`config.mk`:
```
export PLATFORM = sky130hd
export DESIGN_NAME = go_board_renderer
export DESIGN_NICKNAME = d
export VERILOG_FILES = /design/src/rtl/go_pkg.sv /design/src/rtl/axis_cell_tracker.sv /design/src/rtl/go_board_renderer.sv
export SDC_FILE = /design/constraint.sdc
export NUM_CORES = 1
export LEC_CHECK = 0
export ABC_AREA = 0
export BUFFER_PORTS_ARGS = -buffer_cell sky130_fd_sc_hd__buf_2
export CAP_MARGIN = 20
export CORE_MARGIN = 1.5
export CORE_UTILIZATION = 55
export DETAILED_ROUTE_END_ITERATION = 12
export GPL_TIMING_DRIVEN = 0
export PLACE_DENSITY = 0.71
export SYNTH_ARGS = -nofsm -noshare
export SYNTH_HDL_FRONTEND = slang
export SYNTH_SLANG_ARGS = --single-unit
export TNS_END_PERCENT = 100
```
`constraint.sdc`:
```
create_clock -name clk -period 12.8 [get_ports clk]
set_clock_uncertainty 0.1 [all_clocks]
set_input_delay 3.2 -clock clk [delete_from_list [all_inputs] [get_ports clk]]
set_output_delay 3.2 -clock clk [all_outputs]
set_load 0.02 [all_outputs]
```
`src/rtl/go_pkg.sv`:
```
// Shared types, colours and star-point table for the Go board renderer.
package go_pkg;

    typedef enum logic [1:0] {
        EMPTY = 2'b00,
        BLACK = 2'b01,
        WHITE = 2'b10,
        RSVD  = 2'b11
    } stone_t;

    localparam logic [11:0] COL_BG     = 12'hFF0;
    localparam logic [11:0] COL_LINE   = 12'h000;
    localparam logic [11:0] COL_BLACK  = 12'h000;
    localparam logic [11:0] COL_WHITE  = 12'hFFF;
    localparam logic [11:0] COL_CURSOR = 12'hF00;

    // Hoshi positions for the three legal board sizes.
    function automatic logic is_star_point(input int n, input int r, input int c);
        logic hit;
        hit = 1'b0;
        if (n == 9) begin
            hit = ((r == 2 || r == 6) && (c == 2 || c == 6)) || (r == 4 && c == 4);
        end else if (n == 13) begin
            hit = ((r == 3 || r == 9) && (c == 3 || c == 9)) || (r == 6 && c == 6);
        end else if (n == 19) begin
            hit = (r == 3 || r == 9 || r == 15) && (c == 3 || c == 9 || c == 15);
        end
        return hit;
    endfunction

endpackage

```
`src/rtl/axis_cell_tracker.sv`:
```
// One axis of the board raster: tracks the cell index and the pixel offset
// inside the cell without any division. Loaded half a pitch before the first
// line, it advances on every step and drops out of range after the last cell.
module axis_cell_tracker #(
    parameter int BOARD_N = 9,
    parameter int PITCH   = 80,
    parameter int IDX_W   = $clog2(BOARD_N + 1),
    parameter int OFF_W   = $clog2(PITCH)
) (
    input  logic             clk,
    input  logic             reset_n,
    input  logic             load,
    input  logic             step,
    output logic [IDX_W-1:0] idx,
    output logic [OFF_W-1:0] off,
    output logic             valid,
    output logic             first,
    output logic             last,
    output logic             adv
);

    localparam logic [OFF_W-1:0] OFF_MAX  = OFF_W'(PITCH - 1);
    localparam logic [IDX_W-1:0] IDX_LAST = IDX_W'(BOARD_N - 1);

    assign adv   = step && valid && !load && (off == OFF_MAX);
    assign first = (idx == '0);
    assign last  = (idx == IDX_LAST);

    // Cell index / offset counter with a reload point and an end-of-board stop.
    always_ff @(posedge clk or negedge reset_n) begin
        if (!reset_n) begin
            idx   <= '0;
            off   <= '0;
            valid <= 1'b0;
        end else if (load) begin
            idx   <= '0;
            off   <= '0;
            valid <= 1'b1;
        end else if (step && valid) begin
            if (off == OFF_MAX) begin
                off <= '0;
                idx <= idx + 1'b1;
                if (last) begin
                    valid <= 1'b0;
                end
            end else begin
                off <= off + 1'b1;
            end
        end
    end

endmodule

```
`src/rtl/go_board_renderer.sv`:
```
// NxN Go board pixel generator for the 1024x768 raster. Three-stage pipeline:
// stage 0 cell counters and board address, stage 1 geometry (distance,
// grid, cursor) while the board memory answers, stage 2 colour priority.
// Optional hoshi dots are built only when GO_STAR_POINTS_EN is defined.
module go_board_renderer
    import go_pkg::*;
#(
    parameter int BOARD_N        = 9,
    parameter int PITCH          = 80,
    parameter int STONE_R        = 36,
    parameter int CURSOR_HALF    = 38,
    parameter int DISPLAY_WIDTH  = 1024,
    parameter int DISPLAY_HEIGHT = 768
) (
    input  logic                                clk,
    input  logic                                reset_n,
    input  logic [10:0]                         hcount_in,
    input  logic [9:0]                          vcount_in,
    input  logic                                hsync_in,
    input  logic                                vsync_in,
    input  logic                                blank_in,
    output logic [$clog2(BOARD_N*BOARD_N)-1:0]  board_addr,
    input  logic [1:0]                          board_data,
    input  logic                                cursor_en,
    input  logic [4:0]                          cursor_row,
    input  logic [4:0]                          cursor_col,
    output logic                                phsync_out,
    output logic                                pvsync_out,
    output logic                                pblank_out,
    output logic [11:0]                         pixel_out
);

    localparam int LEN    = (BOARD_N - 1) * PITCH;
    localparam int LEFT   = (DISPLAY_WIDTH - LEN) / 2;
    localparam int TOP    = (DISPLAY_HEIGHT - LEN) / 2;
    localparam int HALF   = PITCH / 2;
    localparam int IDX_W  = $clog2(BOARD_N + 1);
    localparam int OFF_W  = $clog2(PITCH);
    localparam int DX_W   = OFF_W + 1;
    localparam int D2_W   = 2 * OFF_W + 1;
    localparam int ADDR_W = $clog2(BOARD_N * BOARD_N);

    localparam logic [10:0]             H_LOAD    = 11'(LEFT - HALF);
    localparam logic [9:0]              V_LOAD    = 10'(TOP - HALF);
    localparam logic signed [DX_W-1:0]  HALF_S    = DX_W'(HALF);
    localparam logic [OFF_W-1:0]        CUR_H     = OFF_W'(CURSOR_HALF);
    localparam logic [D2_W-1:0]         STONE_R2  = D2_W'(STONE_R * STONE_R);
    localparam logic [4:0]              N5        = 5'(BOARD_N);
    localparam logic [ADDR_W-1:0]       ROW_STEP  = ADDR_W'(BOARD_N);

    // Magnitude of a signed cell offset; |offset| never exceeds HALF.
    function automatic logic [OFF_W-1:0] abs_off(input logic signed [DX_W-1:0] v);
        return v[DX_W-1] ? OFF_W'(-v) : OFF_W'(v);
    endfunction

    // ---------------- stage 0: cell counters and board address ----------------
    logic [IDX_W-1:0] col_p0, row_p0;
    logic [OFF_W-1:0] xoff_p0, yoff_p0;
    logic             col_vld_p0, row_vld_p0;
    logic             col_first_p0, col_last_p0, row_first_p0, row_last_p0;
    logic             col_adv, row_adv;
    logic             col_load, row_step, row_load;
    logic [ADDR_W-1:0] row_base;

    assign col_load = (hcount_in == H_LOAD);
    assign row_step = (hcount_in == '0);
    assign row_load = row_step && (vcount_in == V_LOAD);

    axis_cell_tracker #(
        .BOARD_N (BOARD_N),
        .PITCH   (PITCH),
        .IDX_W   (IDX_W),
        .OFF_W   (OFF_W)
    ) u_col (
        .clk     (clk),
        .reset_n (reset_n),
        .load    (col_load),
        .step    (1'b1),
        .idx     (col_p0),
        .off     (xoff_p0),
        .valid   (col_vld_p0),
        .first   (col_first_p0),
        .last    (col_last_p0),
        .adv     (col_adv)
    );

    axis_cell_tracker #(
        .BOARD_N (BOARD_N),
        .PITCH   (PITCH),
        .IDX_W   (IDX_W),
        .OFF_W   (OFF_W)
    ) u_row (
        .clk     (clk),
        .reset_n (reset_n),
        .load    (row_load),
        .step    (row_step),
        .idx     (row_p0),
        .off     (yoff_p0),
        .valid   (row_vld_p0),
        .first   (row_first_p0),
        .last    (row_last_p0),
        .adv     (row_adv)
    );

    // Row-major address kept incrementally: row base steps by N per row, the
    // address reloads from it at the column load point (always after hcount 0).
    always_ff @(posedge clk or negedge reset_n) begin
        if (!reset_n) begin
            row_base   <= '0;
            board_addr <= '0;
        end else begin
            if (row_load) begin
                row_base <= '0;
            end else if (row_adv && !row_last_p0) begin
                row_base <= row_base + ROW_STEP;
            end
            if (col_load) begin
                board_addr <= row_base;
            end else if (col_adv && !col_last_p0) begin
                board_addr <= board_addr + 1'b1;
            end
        end
    end

    logic vld_p0;
    assign vld_p0 = col_vld_p0 && row_vld_p0;

    logic signed [DX_W-1:0] dx_c, dy_c;
    logic [OFF_W-1:0]       adx_c, ady_c;
    logic [D2_W-1:0]        d2_c;
    logic                   grid_c, ring_c, cur_c;

    assign dx_c  = $signed({1'b0, xoff_p0}) - HALF_S;
    assign dy_c  = $signed({1'b0, yoff_p0}) - HALF_S;
    assign adx_c = abs_off(dx_c);
    assign ady_c = abs_off(dy_c);
    assign d2_c  = D2_W'(adx_c) * D2_W'(adx_c) + D2_W'(ady_c) * D2_W'(ady_c);

    // Lines stop at the outer intersections: nothing above row 0, below the
    // last row, left of column 0 or right of the last column.
    assign grid_c = ((dx_c == '0) || (dy_c == '0))
                 && !(row_first_p0 && dy_c[DX_W-1])
                 && !(row_last_p0  && (dy_c != '0) && !dy_c[DX_W-1])
                 && !(col_first_p0 && dx_c[DX_W-1])
                 && !(col_last_p0  && (dx_c != '0) && !dx_c[DX_W-1]);

    assign ring_c = ((adx_c == CUR_H) && (ady_c <= CUR_H))
                 || ((ady_c == CUR_H) && (adx_c <= CUR_H));

    assign cur_c = cursor_en && ring_c
                && (cursor_row < N5) && (cursor_col < N5)
                && (cursor_row == 5'(row_p0)) && (cursor_col == 5'(col_p0));

    // ---------------- stage 1: geometry terms, board_data returns ----------------
    logic [D2_W-1:0] d2_p1;
    logic            grid_p1, cur_p1, vld_p1;
`ifdef GO_STAR_POINTS_EN
    logic            star_p1;
`endif

    // Geometry datapath registers (no reset; qualified by vld_p1).
    always_ff @(posedge clk) begin
        d2_p1   <= d2_c;
        grid_p1 <= grid_c;
        cur_p1  <= cur_c;
`ifdef GO_STAR_POINTS_EN
        star_p1 <= is_star_point(BOARD_N, int'(row_p0), int'(col_p0));
`endif
    end

    // ---------------- stage 2: colour priority ----------------
    stone_t      stone_c;
    logic        in_stone_c;
    logic [11:0] pix_c;

    assign stone_c    = stone_t'(board_data);
    assign in_stone_c = (d2_p1 <= STONE_R2);

    // Cursor over stone over hoshi over grid over background.
    always_comb begin
        pix_c = COL_BG;
        if (vld_p1) begin
            if (cur_p1) begin
                pix_c = COL_CURSOR;
            end else if (in_stone_c && stone_c == BLACK) begin
                pix_c = COL_BLACK;
            end else if (in_stone_c && stone_c == WHITE) begin
                pix_c = COL_WHITE;
`ifdef GO_STAR_POINTS_EN
            end else if (star_p1 && d2_p1 <= D2_W'(16)) begin
                pix_c = COL_LINE;
`endif
            end else if (grid_p1) begin
                pix_c = COL_LINE;
            end
        end
    end

    logic hsync_p0, hsync_p1, hsync_p2;
    logic vsync_p0, vsync_p1, vsync_p2;
    logic blank_p0, blank_p1, blank_p2;

    // Valid, sync/blank delay line and the output pixel register.
    always_ff @(posedge clk or negedge reset_n) begin
        if (!reset_n) begin
            vld_p1    <= 1'b0;
            hsync_p0  <= 1'b1;
            hsync_p1  <= 1'b1;
            hsync_p2  <= 1'b1;
            vsync_p0  <= 1'b1;
            vsync_p1  <= 1'b1;
            vsync_p2  <= 1'b1;
            blank_p0  <= 1'b1;
            blank_p1  <= 1'b1;
            blank_p2  <= 1'b1;
            pixel_out <= 12'h000;
        end else begin
            vld_p1    <= vld_p0;
            hsync_p0  <= hsync_in;
            hsync_p1  <= hsync_p0;
            hsync_p2  <= hsync_p1;
            vsync_p0  <= vsync_in;
            vsync_p1  <= vsync_p0;
            vsync_p2  <= vsync_p1;
            blank_p0  <= blank_in;
            blank_p1  <= blank_p0;
            blank_p2  <= blank_p1;
            pixel_out <= pix_c;
        end
    end

    assign phsync_out = hsync_p2;
    assign pvsync_out = vsync_p2;
    assign pblank_out = blank_p2;

endmodule

```
==> results of run 1 <==
-- routing by layer --
layer  vias up  part of all wire (%)
met3        18                   5.2
met1      2389                    45
met4         0                   1.8
met5         -                     0
met2       116                    48
li1       2373                     -
-- worst max path at each step --
stage	from	endpoint	slack, ns	depth (start not counted)
after detailed placement	u_row.off[0]$_DFFE_PN0P_	d2_p1[13]$_DFF_P_	5.07	24
after global routing	u_row.off[0]$_DFFE_PN0P_	d2_p1[13]$_DFF_P_	4.63	24
after floorplan	u_col.off[3]$_DFFE_PN0P_	d2_p1[14]$_DFF_P_	5.99	27
after CTS	u_row.off[0]$_DFFE_PN0P_	d2_p1[13]$_DFF_P_	5.04	24
final	u_row.off[0]$_DFFE_PN0P_	d2_p1[13]$_DFF_P_	5.00	24
after global placement	u_row.off[0]$_DFFE_PN0P_	d2_p1[14]$_DFF_P_	5.23	25
-- cell families (layout without fill, tap and decap cells) --
logic type	count (synthesis)	count (layout)
AOI/OAI and AO/OA	85	85
xor gates and xnor gates	50	50
adders and majority gates	116	116
buffers and inverters	124	201
DFF	68	68
muxes	9	9
and+or+nand+nor	229	229
-- metrics by stage --
stage	util [%]	std cells	hold slack (ns)
floorplan	-	681	0.2452
CTS	63.40	897	0.2598
finish	63.58	898	0.2592
global route	63.58	898	0.2631
detailed placement	61.26	881	0.2484
global placement	61.26	881	0.2469
-- area by class of cell --
cell class / instances / area (um2)
Timing Repair Buffer: 61 / 320.3
Multi-Input combinational cell: 489 / 4049
Tap cell: 140 / 175.2
Clock buffer: 10 / 137.6
Sequential cell: 68 / 1628
Clock inverter: 6 / 95.09
Buffer: 27 / 153.9
Fill cell: 916 / 3965
Inverter: 97 / 364.1
-- synth_stat cells, types with 6 or more instances --
library cell and number:
dfstp_2 9, nand2b_1 6, nor3_1 18, inv_1 95, xor2_1 19, nor2_1 55, dfxtp_1 17, dfrtp_1 42
nor2b_1 12, xnor2_1 30, a21oi_1 34, nand2_1 62, mux2i_1 7, fa_1 51, o21ai_0 20, nand3_1 20
a31oi_1 6, ha_1 65, and2_1 10, buf_4 9, clkbuf_1 13, nor4_1 7
-- sequential cells by signal (all words and copies together), names as in the netlist, 3 cells and up --
register,cells
board_addr,7
d2_p1,15
pixel_out,3
row_base,7
u_col.idx,4
u_col.off,7
u_row.idx,4
u_row.off,7
==> results.md, run 1 <==
* Total GRT Usage at 23.98%
* Vias post-DR at 4896
* Post-CTS Setup Repair Bufs at 0
* Worst-Skew Late Latency at 0.37 ns
* Met1 usage at 31.96%
* Crit path DAT at 7.95 ns
* Number of buffers created by CTS at 9
* Top cell type by total area after synthesis: dfrtp_1
* Worst R2R Path Depth at 24
* Final ANT Viol Nets at 0
* Hold_buf cts at 0
* Req. time, crit path at roughly 13 ns
* Post-synthesis net count at 836
* Minimum clock period after layout at 7.801 ns
* Crit Reg-Reg Endpoint: d2_p1[13]$_DFF_P_
* Synth Area per Inst at 9.096 um2
* Critical-path top delay cell: fa_1
* Min-delay src: vsync_p0$_DFF_PN1_
* Max Freq at 128.2 MHz
* Largest net degree at the start of global routing at 52
* CP max stage delay at approximately 0.55 ns
* Clock Tree Buf Depth at 2
* DR vias/cell at 5.452
* Hpwl dp at between 10000 and 15000 um
* Worst slew pin tran at 1.028 ns
* Most frequent cells in the layout: inv_1, ha_1, buf_2, nand2_1, nor2_1
* Final setup vio count at 0
* Prevailing post-synth register cell: dfrtp_1
* Warnings from Yosys at 0
* Number of synthesized flops with an enable pin at 0
* Overall die height at 109.1 um
* Pre-CTS setup slack at 5.067 ns
* CP Launch Type: flip-flop
* Crit-path cells: clkbuf_1 > inv_1 > ha_1 > or3_1 > xnor2_1 > clkbuf_1 > nand2_1 > fa_1 > fa_1 > inv_1 > fa_1 > inv_1 > fa_1 > inv_1 > fa_1 > inv_1 > fa_1 > inv_1 > ha_1 > o21a_1 > a2111o_1 > a311oi_1 > o21bai_1 > xor2_1
* Initial antenna violation count at 0
* Clk root buf: clkbuf_8
* Setup ws final at 4.999 ns
* Register bit total from synthesis at 68
* Distinct cells, synth at 66
* Iteration count of the initial detailed-routing pass at 6
* Hold EP: vsync_p1$_DFF_PN1_
* Synth area leaders: dfrtp_1, fa_1, ha_1
* Relative slew margins at 30.85%
* Synth Instances at 681
* Post-Synth Adder-Cell Area at roughly 30%
* Xor and xnor area share after synthesis at 7.190%
* Starting density of the core at 56.89%
* Post-Synth Simple-Gate Area at between 10% and 20%
* Buffer and inverter count on the worst path at 8
* Initial drt markers at 293
* Port bufs at 60
* Compound-Gate Fraction of Synth Area at between 8 and 9%
* Crit path max fanout at 10
* Design area at 0.006923 mm2
* Clk sinks at 68
* H-tree depth at 3
* Vias in the first global route at 4773
* # resized after CTS at 0
* CTS tree: done
* Total of max-cap violations at 0
* Flop2flop setup slack at 5.00 ns
* Hold Path Depth at 0
* Max-slew violations at 0
* Most common cell after layout, fill and taps aside: inv_1
* Synth async-reset ratio at about three quarters
* Final WL at roughly 13000 um
* P&R area growth vs syn at 11.76%
* Routed len/inst at 14.73 um
* Top cell type's share of synthesized area at 16.97%
* Layout cells sized above 1 at between 10% and 20%
* CP Capture Type: flip-flop
* Crit-path leading delay family: adder cells
* Met3 usage at 4.722%
* Diode count at 0
* Setup total negative slack at 0 ns
* Rows at 38
* HP Class: flip-flop to flip-flop
* Setup CP Type: flip-flop to flip-flop
* RD Place Congestion at 0.8712
* Mux share of post-synthesis cell area at under 10%
* CTS clk-pin slew, worst paths at 0.08 ns
* First-pass GRT wire length at about 22000 um
* Global routing's busiest layer: met2
* Ratio of final minimum period to clock period at 60.94%
* RR Startpoint: u_row.off[0]$_DFFE_PN0P_
* Netlist Area Pre-Place at approximately 0.0062 mm2
* Main combinational cell family by area after synthesis: adder cells
* GRT overflow at 0
* DRC errors left at 0
* I/O pin count at 61
* Core ar. at 0.01089 mm2
* Die Span X at approximately 110 um
* Sequential cell area fraction in the yosys report at 26.28%
* Final nets at 908
* Endpoints failing hold at 0
* Unrepaired setup endpoints after global routing: no
* Die ar. at ~0.012 mm2
* GR Layer Usage met2 at 38.57%
* Outcome: finished clean
* Placed Instance Area at around 0.0067 mm2
Power of run 1 is left out: the tool's default activity adds up to more than one toggle a clock period on the data nets, which glitch-free logic cannot reach.
==> run 2, diff against run 1 <==
--- a/config.mk
+++ b/config.mk
@@ -12,7 +12,7 @@
 export CORE_UTILIZATION = 55
 export DETAILED_ROUTE_END_ITERATION = 12
 export GPL_TIMING_DRIVEN = 0
-export PLACE_DENSITY = 0.71
+export PLACE_DENSITY = 0.74
 export SYNTH_ARGS = -nofsm -noshare
 export SYNTH_HDL_FRONTEND = slang
 export SYNTH_SLANG_ARGS = --single-unit
==> constraint.sdc (replaced) <==
create_clock -name clk -period 6.4 [get_ports clk]
set_clock_uncertainty 0.1 [all_clocks]
set_input_delay 1.6 -clock clk [delete_from_list [all_inputs] [get_ports clk]]
set_output_delay 1.6 -clock clk [all_outputs]
set_load 0.02 [all_outputs]
==> results.md, run 2 (synthesized netlist as in run 1, its figures left out) <==
* Port bufs at 60
* I/O pin count at 61
* CTS clk-pin slew, worst paths at about 0.09 ns
* Final WL at roughly 15000 um
* Routed len/inst at 15.44 um
* Total GRT Usage at about a quarter
* DRC errors left at 0
* Hpwl dp at 10600 um
* RD Place Congestion at 0.8651
* Number of buffers created by CTS at 9
* Clock Tree Buf Depth at 2
* Initial antenna violation count at 0
* Rows at 38
* Diode count at 0
* Starting density of the core at 56.89%
* Die Span X at 109.1 um
* Final nets at between 900 and 1000
* Req. time, crit path at around 6.6 ns
* First-pass GRT wire length at 23800 um
* Pre-CTS setup slack at -0.5425 ns
* Unrepaired setup endpoints after global routing: yes
* Largest net degree at the start of global routing at 52
* Max reg flops at 15
* GRT overflow at 0
* Die ar. at around 0.012 mm2
* Iteration count of the initial detailed-routing pass at 5
* Max-slew violations at 0
* P&R area growth vs syn at 26.26%
* Endpoints failing hold at 0
* Fillers at approximately 770
* Clk sinks at about 70
* Worst-Skew Late Latency at 0.38 ns
* Ratio of final minimum period to clock period at 100.1%
* HP Class: flip-flop to flip-flop
* Layout cells sized above 1 at 29.83%
* Final setup vio count at 1
* CP Launch Type: flip-flop
* Crit path DAT at 6.58 ns
* CP Capture Type: flip-flop
* H-tree depth at 3
* Max Freq at 156.1 MHz
* Setup CP Type: flip-flop to flip-flop
* Vias in the first global route at around 5200
* Minimum clock period after layout at 6.408 ns
* Setup ws final at -0.007634 ns
* Violated checks: negative setup slack
* Core Util, Final at 71.83%
* CTS tree: done
* Worst slew pin tran at 0.9475 ns
* Core ar. at 0.01089 mm2
* Vias post-DR at 5221
* Relative slew margins at 36.25%
* Hold_buf cts at 0
* Clk root buf: clkbuf_8
* Outcome: complete, but fails checks
* Largest reg by FF count: d2_p1
* DR vias/cell at 5.450
* Most frequent cells in the layout: inv_1, buf_4, buf_2, ha_1, nand2_1
* Most common cell after layout, fill and taps aside: inv_1
* Initial drt markers at around 210
* Overall die height at 109.1 um
* Final ANT Viol Nets at 0
* Crit path max fanout at 5
* Total of max-cap violations at 0
[run 2: per-stage QoR]
step / cells / area, um2 / TNS, ns / hold WS (ns)
after global placement: 881 / 6857 / -2.028 / 0.2474
after global routing: 958 / 7821 / -0.5955 / 0.2502
after detailed placement: 881 / 6857 / -2.044 / 0.2484
after CTS: 938 / 7581 / 0 / 0.2368
after floorplan: 681 / 6381 / 0 / 0.2452
final: 958 / 7821 / -0.007634 / 0.2328
[run 2: timing repair]
action                     CTS  global route
setup endpoints to repair    6             5
gates cloned                 1             0
pin swaps                   28            27
setup buffers               41            19
gates resized for setup     48            20
[run 2: final cells by class]
class	count	area, um2	area share (%)
multi-input combinational	490	4446	56.84
sequential	68	1635	20.91
tap	140	175.2	2.240
inverter	97	377.9	4.831
buffer	26	181.4	2.320
timing repair buffer	121	787.0	10.06
clock buffer	12	145.1	1.856
clock inverter	4	73.82	0.9438
[run 2: per-layer routing]
metal  wire, um  up-vias  track usage, %  part of all wire, %
met2       7544      156           45.09                   51
met3        705       23           5.439                  4.8
li1           -     2491               -                    -
met5          0        -               0                    0
met1       6307     2551           32.61                   43
met4        230        0           7.895                  1.6
[run 2: critical path, stage by stage (launching register included)]
cell and delay, ns:
dfrtp_1 0.40, clkbuf_8 0.16, inv_6 0.06, ha_4 0.15, xor2_1 0.22, and4_1 0.33
nor2_4 0.08, buf_4 0.13, buf_4 0.13, xnor2_2 0.30, nor2_1 0.10, ha_1 0.35
fa_1 0.53, inv_1 0.05, fa_1 0.49, inv_1 0.06, fa_1 0.51, fa_1 0.49
ha_1 0.32, ha_1 0.37, and3_1 0.20, and3b_2 0.22, o41a_1 0.41, xnor2_1 0.13
[run 2: path summary, 6_finish.rpt]
path,start,to,slack (ns),cells after the start
worst max-delay path,u_col.off[3]$_DFFE_PN0P_,d2_p1[14]$_DFF_P_,-0.008,23
worst min-delay path,blank_p1$_DFF_PN1_,pblank_out$_DFF_PN1_,0.23,0
worst max register to register,u_col.off[3]$_DFFE_PN0P_,d2_p1[14]$_DFF_P_,-0.008,23
worst min register to register,blank_p1$_DFF_PN1_,pblank_out$_DFF_PN1_,0.23,0
max in group asynchronous,reset_n,hsync_p1$_DFF_PN1_,4.67,2
min in group asynchronous,reset_n,u_row.off[5]$_DFFE_PN0P_,1.00,1
Power of run 2 is left out for the same reason.
